### src/rtl/serial_pkg.sv
// Shared definitions for the serial link receiver: FSM encoding, default
// synchroniser depth and the bit-counter width helper.
package serial_pkg;

    typedef enum logic [1:0] {
        IDLE     = 2'd0,
        RECEIVE  = 2'd1,
        WAIT_END = 2'd2
    } state_t;

    localparam int unsigned SYNC_STAGES_DEFAULT = 2;

    // Counter must be able to hold the terminal value itself, not just limit-1.
    function automatic int unsigned count_width(input int unsigned limit);
        return $clog2(limit + 1);
    endfunction

endpackage

### src/rtl/sync_ff.sv
// Single-bit multi-flop synchroniser with asynchronous active-high reset.
module sync_ff #(
    parameter int unsigned STAGES = 2
) (
    input  logic clk,
    input  logic rst,
    input  logic d,
    output logic q
);

    logic [STAGES-1:0] chain;

    always_ff @(posedge clk or posedge rst) begin
        if (rst) begin
            chain <= '0;
        end else begin
            chain <= {chain[STAGES-2:0], d};
        end
    end

    assign q = chain[STAGES-1];

endmodule

### src/rtl/serial_receiver.sv
// Receiver for the three-wire serial link: synchronises the link into clk and
// rebuilds MSB-first frames. Optional odd parity bit: SERIAL_RECEIVER_PARITY_EN.
module serial_receiver
    import serial_pkg::*;
#(
    parameter int unsigned DATA_WIDTH  = 8,
    parameter int unsigned SYNC_STAGES = SYNC_STAGES_DEFAULT
) (
    input  logic                  clk,
    input  logic                  rst,
    input  logic                  transmission,
    input  logic                  serial_clock,
    input  logic                  serial_data,
    output logic [DATA_WIDTH-1:0] out_data,
    output logic                  out_valid,
    output logic                  frame_error,
    output logic                  busy
);

`ifdef SERIAL_RECEIVER_PARITY_EN
    localparam int unsigned FRAME_BITS = DATA_WIDTH + 1;
`else
    localparam int unsigned FRAME_BITS = DATA_WIDTH;
`endif
    localparam int unsigned   CW        = count_width(FRAME_BITS);
    localparam logic [CW-1:0] LIMIT     = CW'(FRAME_BITS);
    localparam logic [CW-1:0] DATA_BITS = CW'(DATA_WIDTH);

    logic trans_s, sclk_s, sdata_s;

    sync_ff #(.STAGES(SYNC_STAGES)) u_sync_trans (
        .clk (clk),
        .rst (rst),
        .d   (transmission),
        .q   (trans_s)
    );

    sync_ff #(.STAGES(SYNC_STAGES)) u_sync_sclk (
        .clk (clk),
        .rst (rst),
        .d   (serial_clock),
        .q   (sclk_s)
    );

    sync_ff #(.STAGES(SYNC_STAGES)) u_sync_sdata (
        .clk (clk),
        .rst (rst),
        .d   (serial_data),
        .q   (sdata_s)
    );

    logic                   sclk_d, trans_d;
    logic [SYNC_STAGES-1:0] prime;
    logic                   armed;
    logic                   sclk_rise, sample;

    // The synchronisers read 0 straight after reset, so a link already mid-frame
    // would look like a fresh rising edge. Arm only after the chains have
    // refilled with real samples and transmission has been seen low.
    always_ff @(posedge clk or posedge rst) begin
        if (rst) begin
            sclk_d  <= 1'b0;
            trans_d <= 1'b0;
            prime   <= '0;
            armed   <= 1'b0;
        end else begin
            sclk_d  <= sclk_s;
            trans_d <= trans_s;
            prime   <= {prime[SYNC_STAGES-2:0], 1'b1};
            if (prime[SYNC_STAGES-1] && !trans_s) begin
                armed <= 1'b1;
            end
        end
    end

    assign sclk_rise = sclk_s & ~sclk_d;
    assign sample    = sclk_rise & trans_s;

    state_t                state, state_n;
    logic [CW-1:0]         count, count_n;
    logic [DATA_WIDTH-1:0] shift, shift_n;
    logic [DATA_WIDTH-1:0] data_n;
    logic                  valid_n, err_n;
    logic                  extra, extra_n;
`ifdef SERIAL_RECEIVER_PARITY_EN
    logic                  parity, parity_n;
`endif

    always_ff @(posedge clk or posedge rst) begin
        if (rst) begin
            state <= IDLE;
        end else begin
            state <= state_n;
        end
    end

    always_ff @(posedge clk or posedge rst) begin
        if (rst) begin
            count       <= '0;
            shift       <= '0;
            extra       <= 1'b0;
            out_data    <= '0;
            out_valid   <= 1'b0;
            frame_error <= 1'b0;
`ifdef SERIAL_RECEIVER_PARITY_EN
            parity      <= 1'b0;
`endif
        end else begin
            count       <= count_n;
            shift       <= shift_n;
            extra       <= extra_n;
            out_data    <= data_n;
            out_valid   <= valid_n;
            frame_error <= err_n;
`ifdef SERIAL_RECEIVER_PARITY_EN
            parity      <= parity_n;
`endif
        end
    end

    always_comb begin
        state_n  = state;
        count_n  = count;
        shift_n  = shift;
        extra_n  = extra;
        data_n   = out_data;
        valid_n  = 1'b0;
        err_n    = 1'b0;
`ifdef SERIAL_RECEIVER_PARITY_EN
        parity_n = parity;
`endif
        case (state)
            IDLE: begin
                if (armed && trans_s && !trans_d) begin
                    state_n  = RECEIVE;
                    count_n  = '0;
                    shift_n  = '0;
                    extra_n  = 1'b0;
`ifdef SERIAL_RECEIVER_PARITY_EN
                    parity_n = 1'b0;
`endif
                end
            end
            RECEIVE: begin
                // A full count wins over a simultaneous transmission fall.
                if (count == LIMIT) begin
                    state_n = WAIT_END;
`ifdef SERIAL_RECEIVER_PARITY_EN
                    if (parity) begin
                        data_n  = shift;
                        valid_n = 1'b1;
                    end else begin
                        err_n = 1'b1;
                    end
`else
                    data_n  = shift;
                    valid_n = 1'b1;
`endif
                end else if (!trans_s) begin
                    err_n   = 1'b1;
                    state_n = IDLE;
                end else if (sample) begin
                    if (count < DATA_BITS) begin
                        shift_n = {shift[DATA_WIDTH-2:0], sdata_s};
                    end
`ifdef SERIAL_RECEIVER_PARITY_EN
                    parity_n = parity ^ sdata_s;
`endif
                    count_n = count + 1'b1;
                end
            end
            WAIT_END: begin
                if (!trans_s) begin
                    state_n = IDLE;
                end else if (sample && !extra) begin
                    err_n   = 1'b1;
                    extra_n = 1'b1;
                end
            end
            default: begin
                state_n = IDLE;
            end
        endcase
    end

    assign busy = (state != IDLE);

endmodule
### config.mk
export PLATFORM = sky130hd
export DESIGN_NAME = serial_receiver
export DESIGN_NICKNAME = d
export VERILOG_FILES = /design/src/rtl/serial_pkg.sv /design/src/rtl/sync_ff.sv /design/src/rtl/serial_receiver.sv
export SDC_FILE = /design/constraint.sdc
export NUM_CORES = 1
export LEC_CHECK = 0
export ABC_CLOCK_PERIOD_IN_PS = 2670
export CAP_MARGIN = 5
export CORE_AREA = 2 2 70 85
export DETAILED_ROUTE_END_ITERATION = 16
export DIE_AREA = 0 0 72 87
export SETUP_SLACK_MARGIN = 0.5
export SLEW_MARGIN = 10
export SYNTH_ARGS = -nofsm -noshare
export SYNTH_HDL_FRONTEND = slang
export SYNTH_SLANG_ARGS = --single-unit
### constraint.sdc
create_clock -name clk -period 2.67 [get_ports clk]
set_clock_uncertainty 0.1 [all_clocks]
set_input_delay 0.267 -clock clk [delete_from_list [all_inputs] [get_ports clk]]
set_output_delay 0.267 -clock clk [all_outputs]
set_load 0.005 [all_outputs]
==> results of run 1 <==
==> per-layer routing <==
metal	track usage, %	vias up	wire [µm]
li1	-	517	-
met1	12.3	503	1220
met2	15.3	16	1280
met3	2.66	5	86
met4	6.69	0	83
met5	0	-	0
==> timing repair <==
action / 4_1_cts / 5_1_grt
gates resized for setup: 1 / 0
pin swaps: 0 / 0
setup endpoints to repair: 1 / 1
hold buffers: 0 / 0
==> cells in the final DEF, fill, tap and decap left out, types with 2 or more instances in the layout <==
| master | instances |
|---|---|
| o21ai_0 | 4 |
| nand2b_1 | 3 |
| and3b_1 | 2 |
| nand2_1 | 21 |
| buf_4 | 2 |
| ha_1 | 5 |
| dfrtp_1 | 36 |
| clkdlybuf4s50_1 | 15 |
| nand3_1 | 4 |
| o21ai_2 | 2 |
| o22ai_1 | 2 |
| inv_1 | 15 |
| o21ai_1 | 8 |
| nor2_1 | 2 |
| clkbuf_8 | 7 |
| mux2i_1 | 9 |
| a21oi_1 | 6 |
==> synthesized netlist by cell type (2+ instances only) <==
master     n  area share [%]
dfrtp_1   36              57
nand2_1   21             5.0
inv_1     15             3.6
mux2i_1    9             5.7
o21ai_1    8             2.5
a21oi_1    6             1.9
ha_1       6             4.8
buf_2      4             1.3
nand3_1    4             1.3
o21ai_0    4             1.3
nand2b_1   3             1.2
and3b_1    2             1.1
nor2_1     2            0.48
o21ai_2    2             1.1
o22ai_1    2            0.79
==> area by class of cell <==
type	count	area (µm²)
Multi-Input combinational cell	85	593
Timing Repair Buffer	17	165
Clock buffer	7	96.3
Sequential cell	36	901
Tap cell	64	80.1
Fill cell	553	3620
Inverter	16	62.6
==> registers in the layout, indices dropped and copies added (netlist names), 2 cells and up <==
name                flops
shift                   8
u_sync_sclk.chain       2
count                   4
prime                   2
u_sync_trans.chain      2
state                   2
u_sync_sdata.chain      2
out_data                8
==> cell families (layout without fill, tap and decap cells) <==
group	count (synthesis)	in the layout	share of synthesized area, %
and+or+nand+nor	39	39	13.8
DFF	36	36	57.2
other	1	1	0.238
muxes	9	9	5.72
AOI/OAI and AO/OA	30	30	13.0
adders and majority gates	6	6	4.77
buffers and inverters	20	40	5.25
==> critical path: cells and delay by family, from the launching register on <==
kind	cells	cell delay, ns
adder cells (fa/ha/maj)	1	0.25
buffers and inverters	3	0.79
flip-flops	1	0.37
==> how the worst max path moves through the flow <==
stage	start	to	cells past startpoint
after floorplan	state[0]	count[3]	5
after global placement	state[1]	shift[7]	7
after detailed placement	state[1]	shift[1]	7
after CTS	state[0]	busy	4
after global routing	state[0]	busy	4
final	state[0]	busy	4
==> power by group <==
group	leakage [nW]	internal [mW]	total [mW]	switching [mW]
registers	0.471	0.590	0.622	0.0322
clock network	0.0503	0.230	0.407	0.177
logic	0.338	0.163	0.397	0.234
==> per-stage QoR <==
| step | hold slack (ns) | instances | utilization, % | instance area (µm²) |
|---|---|---|---|---|
| 5_1_grt | 0.265 | 225 | 34.4 | 1900 |
| 6_report | 0.240 | 225 | 34.4 | 1900 |
| 2_1_floorplan | 0.198 | 141 | - | 1570 |
| 4_1_cts | 0.244 | 225 | 34.4 | 1900 |
| 3_5_place_dp | 0.235 | 218 | 32.6 | 1800 |
| 3_3_place_gp | 0.232 | 218 | 32.6 | 1800 |
==> metrics.csv, run 1 <==
metric,value,unit
ir_drop,0.292,mV
synth_seq_cells,36,
timing.final.crit_share,77.5,%
path_common_cell,inv_1,
htreeDepth,2,
critPathKind,reg -> out,
root_buffer,clkbuf_8,
ys_types,32,
p_leak,0.860,nW
num_vias,1041,
place_ws,0.699,ns
reg2reg_from,state[1],
max_stage_delay,0.53,ns
n_antenna_cell,0,
min_to,u_sync_trans.chain[1],
dr.pass1.iters,4,
rsz0062_at_grt,true,
required,2.30,ns
syn-mean-instance-area,11.2,µm²
yosysWarnings,0,
seq_area_frac_synth,57.2,%
drv_cap,0,
fp.coreArea,0.00552,mm²
fin_ws,0.601,ns
viasPerCell,4.63,
cp_max_fo,7,
die_h,87,µm
die_area,0.00626,mm²
crit_path_end_kind,output pin,
power_density,751,mW/mm²
wl_per_cell,11.9,µm
drtIter0Drc,30,
drcViolationCount,0,
setup-violations-final,0,
clock_tree.buffer_depth,2,
netlist_instances,141,
cp_slowest_cell,clkdlybuf4s50_1,
drive_gt1_share,11.2,%
final_antenna_net_count,0,
grt_pass1_wl,4800,µm
rows,30,
cp_cell_sequence,inv_1 -> ha_2 -> inv_1 -> clkdlybuf4s50_1,
start_kind,flip-flop,
worstPathArrival,1.70,ns
initial_core_util,28.5,%
grt_max_degree,37,
clk_pin_slew,0.07,ns
globalplace.congestion,0.747,
antenna_found_initial,0,
cts_buffers,5,
wl,2670,µm
clock.fmax,483,MHz
min_path_cells,0,
drv_slew,0,
synth-edff-count,0,
hold_class,reg -> reg,
dpl.hpwl,1880,µm
hold_viol,0,
syn-num-nets,152,
cts_tree,yes,
clk_latency,0.28,ns
timing.rr.end,shift[2],
outcome,finished clean,
gr-total-overflow,0,
grt_pass1_vias,1032,
cts_setup_buffers,0,
synth_flop_cell,dfrtp_1,
total_power,1.43,mW
port_buffers,15,
reg2reg_slack,0.71,ns
r2r_cells,7,
nets,172,
area_growth,20.6,%
grt_use_total,10.0,%
layout_min_cycle_time,2.07,ns
async_flop_share,100,%
fin_tns_setup,0,ns
die_w,72,µm
pin_count,16,
cts_sinks,36,
hold_start,u_sync_trans.chain[0],
syn_area,0.00157,mm²
(Power assumes the default switching activity.)
==> inputs of run 2 (changes only) <==
--- a/config.mk
+++ b/config.mk
@@ -5,7 +5,7 @@
 export SDC_FILE = /design/constraint.sdc
 export NUM_CORES = 1
 export LEC_CHECK = 0
-export ABC_CLOCK_PERIOD_IN_PS = 2670
+export ABC_CLOCK_PERIOD_IN_PS = 1700
 export CAP_MARGIN = 5
 export CORE_AREA = 2 2 70 85
 export DETAILED_ROUTE_END_ITERATION = 16
==> constraint.sdc (replaced) <==
create_clock -name clk -period 1.7 [get_ports clk]
set_clock_uncertainty 0.1 [all_clocks]
set_input_delay 0.17 -clock clk [delete_from_list [all_inputs] [get_ports clk]]
set_output_delay 0.17 -clock clk [all_outputs]
set_load 0.005 [all_outputs]
==> run 2 against run 1 <==
Compared with the run above: global-route usage increased by 1.3 points; combinational power grew to 2.6 times the previous value; clock-buffer cell count is 1 higher; power grew 82%; sequential share of layout area shrank 6.4 points; non-clock buffer count grew 23; sequential power grew 56%; hold slack lost 0.14 ns; cell area increased by 16%; via count is 9.7% higher; critical path type is now reg -> reg.
==> metrics.csv, run 2 (synthesis results as in run 1) <==
metric,value,unit,change
die_h,87,µm,unchanged
initial_core_util,28.5,%,unchanged
grt_use_total,11.3,%,+1.3 points
met2WireLength,1690,µm,+32%
drive_gt1_share,31.9,%,+21 points
gr-total-overflow,0,,unchanged
clk_pin_slew,0.07,ns,about the same
root_buffer,clkbuf_8,,
clock.fmax,626,MHz,
grt_pass1_wl,5430,µm,+13%
ctsHoldBuffers,0,,unchanged
cts_buffers,5,,unchanged
final_antenna_net_count,0,,unchanged
reg2reg_slack,0.10,ns,-0.61 ns
fp.coreArea,0.00552,mm²,unchanged
p_leak,1.01,nW,+18%
setup-violations-final,0,,unchanged
hold_viol,0,,unchanged
nets,195,,+13%
critPathKind,reg -> reg,,
cp_max_fo,8,,+1
drcViolationCount,0,,unchanged
n_antenna_cell,0,,unchanged
clk_latency,0.28,ns,about the same
required,1.75,ns,-0.55 ns
fin_tns_setup,0,ns,unchanged
timing.final.crit_share,94.0,%,
port_buffers,15,,unchanged
dpl.hpwl,2010,µm,+6.9%
power_density,1180,mW/mm²,+57%
cts_tree,yes,,
num_vias,1142,,+9.7%
htreeDepth,2,,unchanged
final_cell_mix,"dfrtp_1 (35), nand2_1 (21), buf_4 (17)",,
place_area,0.00186,mm²,+3.4%
largestRegisters,"out_data x8, shift x8, count x4",,
die_area,0.00626,mm²,unchanged
wl_met3,76,µm,-12%
antenna_found_initial,0,,unchanged
pin_count,16,,unchanged
top_layer_used,met4,,
start_kind,flip-flop,,
ir_drop,0.676,mV,+130%
crit_path_end_kind,flip-flop,,
place_ws,0.0994,ns,-0.599 ns
outcome,finished clean,,
drv_slew,0,,unchanged
rsz0062_at_grt,true,,
drtIter0Drc,54,,+80%
grt_pass1_vias,1202,,+16%
post-route-util,39.8,%,+5.4 points
wl,3150,µm,+18%
hold_class,in -> async,,
fin_ws,0.102,ns,-0.499 ns
viasPerCell,4.59,,-0.87%
wl_per_cell,12.6,µm,+6.4%
cts_sinks,36,,unchanged
globalplace.congestion,0.716,,-4.1%
die_w,72,µm,unchanged
design_area,0.00220,mm²,+16%
dr.pass1.iters,4,,unchanged
rows,30,,unchanged
layout_commonest_cell,dfrtp_1,,
timing.hold.ws,0.0955,ns,-0.144 ns
layout_min_cycle_time,1.60,ns,
drv_cap,0,,unchanged
clock_tree.buffer_depth,2,,unchanged
worstPathArrival,1.65,ns,-0.05 ns
met1_length,1340,µm,+9.6%
area_growth,39.5,%,
grt_max_degree,26,,-30%
## run 2: changes by cell type in the layout (fill, tap and decap cells not counted), moves of 3 or more
cell             previous run  this run
buf_4                       2        17
clkdlybuf4s50_1            15         4
clkdlybuf4s15_1             0         8
buf_6                       0         7
ha_4                        0         4
inv_1                      15        11
inv_2                       0         4
ha_1                        5         2
## run 2: per-layer routing
layer,track usage (%),vias up
met3,2.89,2
met1,14.0,563
met4,5.15,0
met2,18.6,13
li1,-,564
met5,0,-
## run 2: critical path: stages, from the launching register on
cell and delay, ns:
dfrtp_1 0.42, buf_6 0.14, ha_4 0.17, nand4b_4 0.12
inv_4 0.05, a21oi_4 0.18, nand2_4 0.14, mux2i_1 0.15
## run 2: metrics by stage
| step | power (mW) | cells |
|---|---|---|
| 5_1_grt | 2.77 | 249 |
| 4_1_cts | 2.47 | 242 |
| 3_3_place_gp | 1.74 | 221 |
| 6_report | 2.59 | 249 |
| 3_5_place_dp | 1.74 | 221 |
| 2_1_floorplan | 1.57 | 141 |
## run 2: layout make-up
cell class	count	area [µm²]
fill	539	3320
timing repair buffer	40	364
tap	64	80.1
sequential	36	902
inverter	16	62.6
multi-input combinational	85	697
clock buffer	8	90.1
## run 2: path summary, 6_finish.rpt
kind,endpoint,start,cells past startpoint
setup / recovery,shift[0],state[0],7
hold / removal,state[1],rst,3
setup reg to reg,shift[0],state[0],7
hold reg to reg,prime[1],prime[0],0
max in group asynchronous,u_sync_trans.chain[1],rst,3
min in group clk,u_sync_sdata.chain[0],serial_data,1
## run 2: power breakdown
group          total, mW  internal [mW]  switching (mW)
logic               1.02          0.504           0.516
registers          0.969          0.927          0.0421
clock network      0.602          0.330           0.272
total               2.59           1.76           0.830
## run 2: timing repair
| action | CTS | global route |
|---|---|---|
| pin swaps | 8 | 8 |
| gates resized for setup | 21 | 24 |
| buffers inserted | 13 | 7 |
| endpoints found under the setup margin | 35 | 33 |
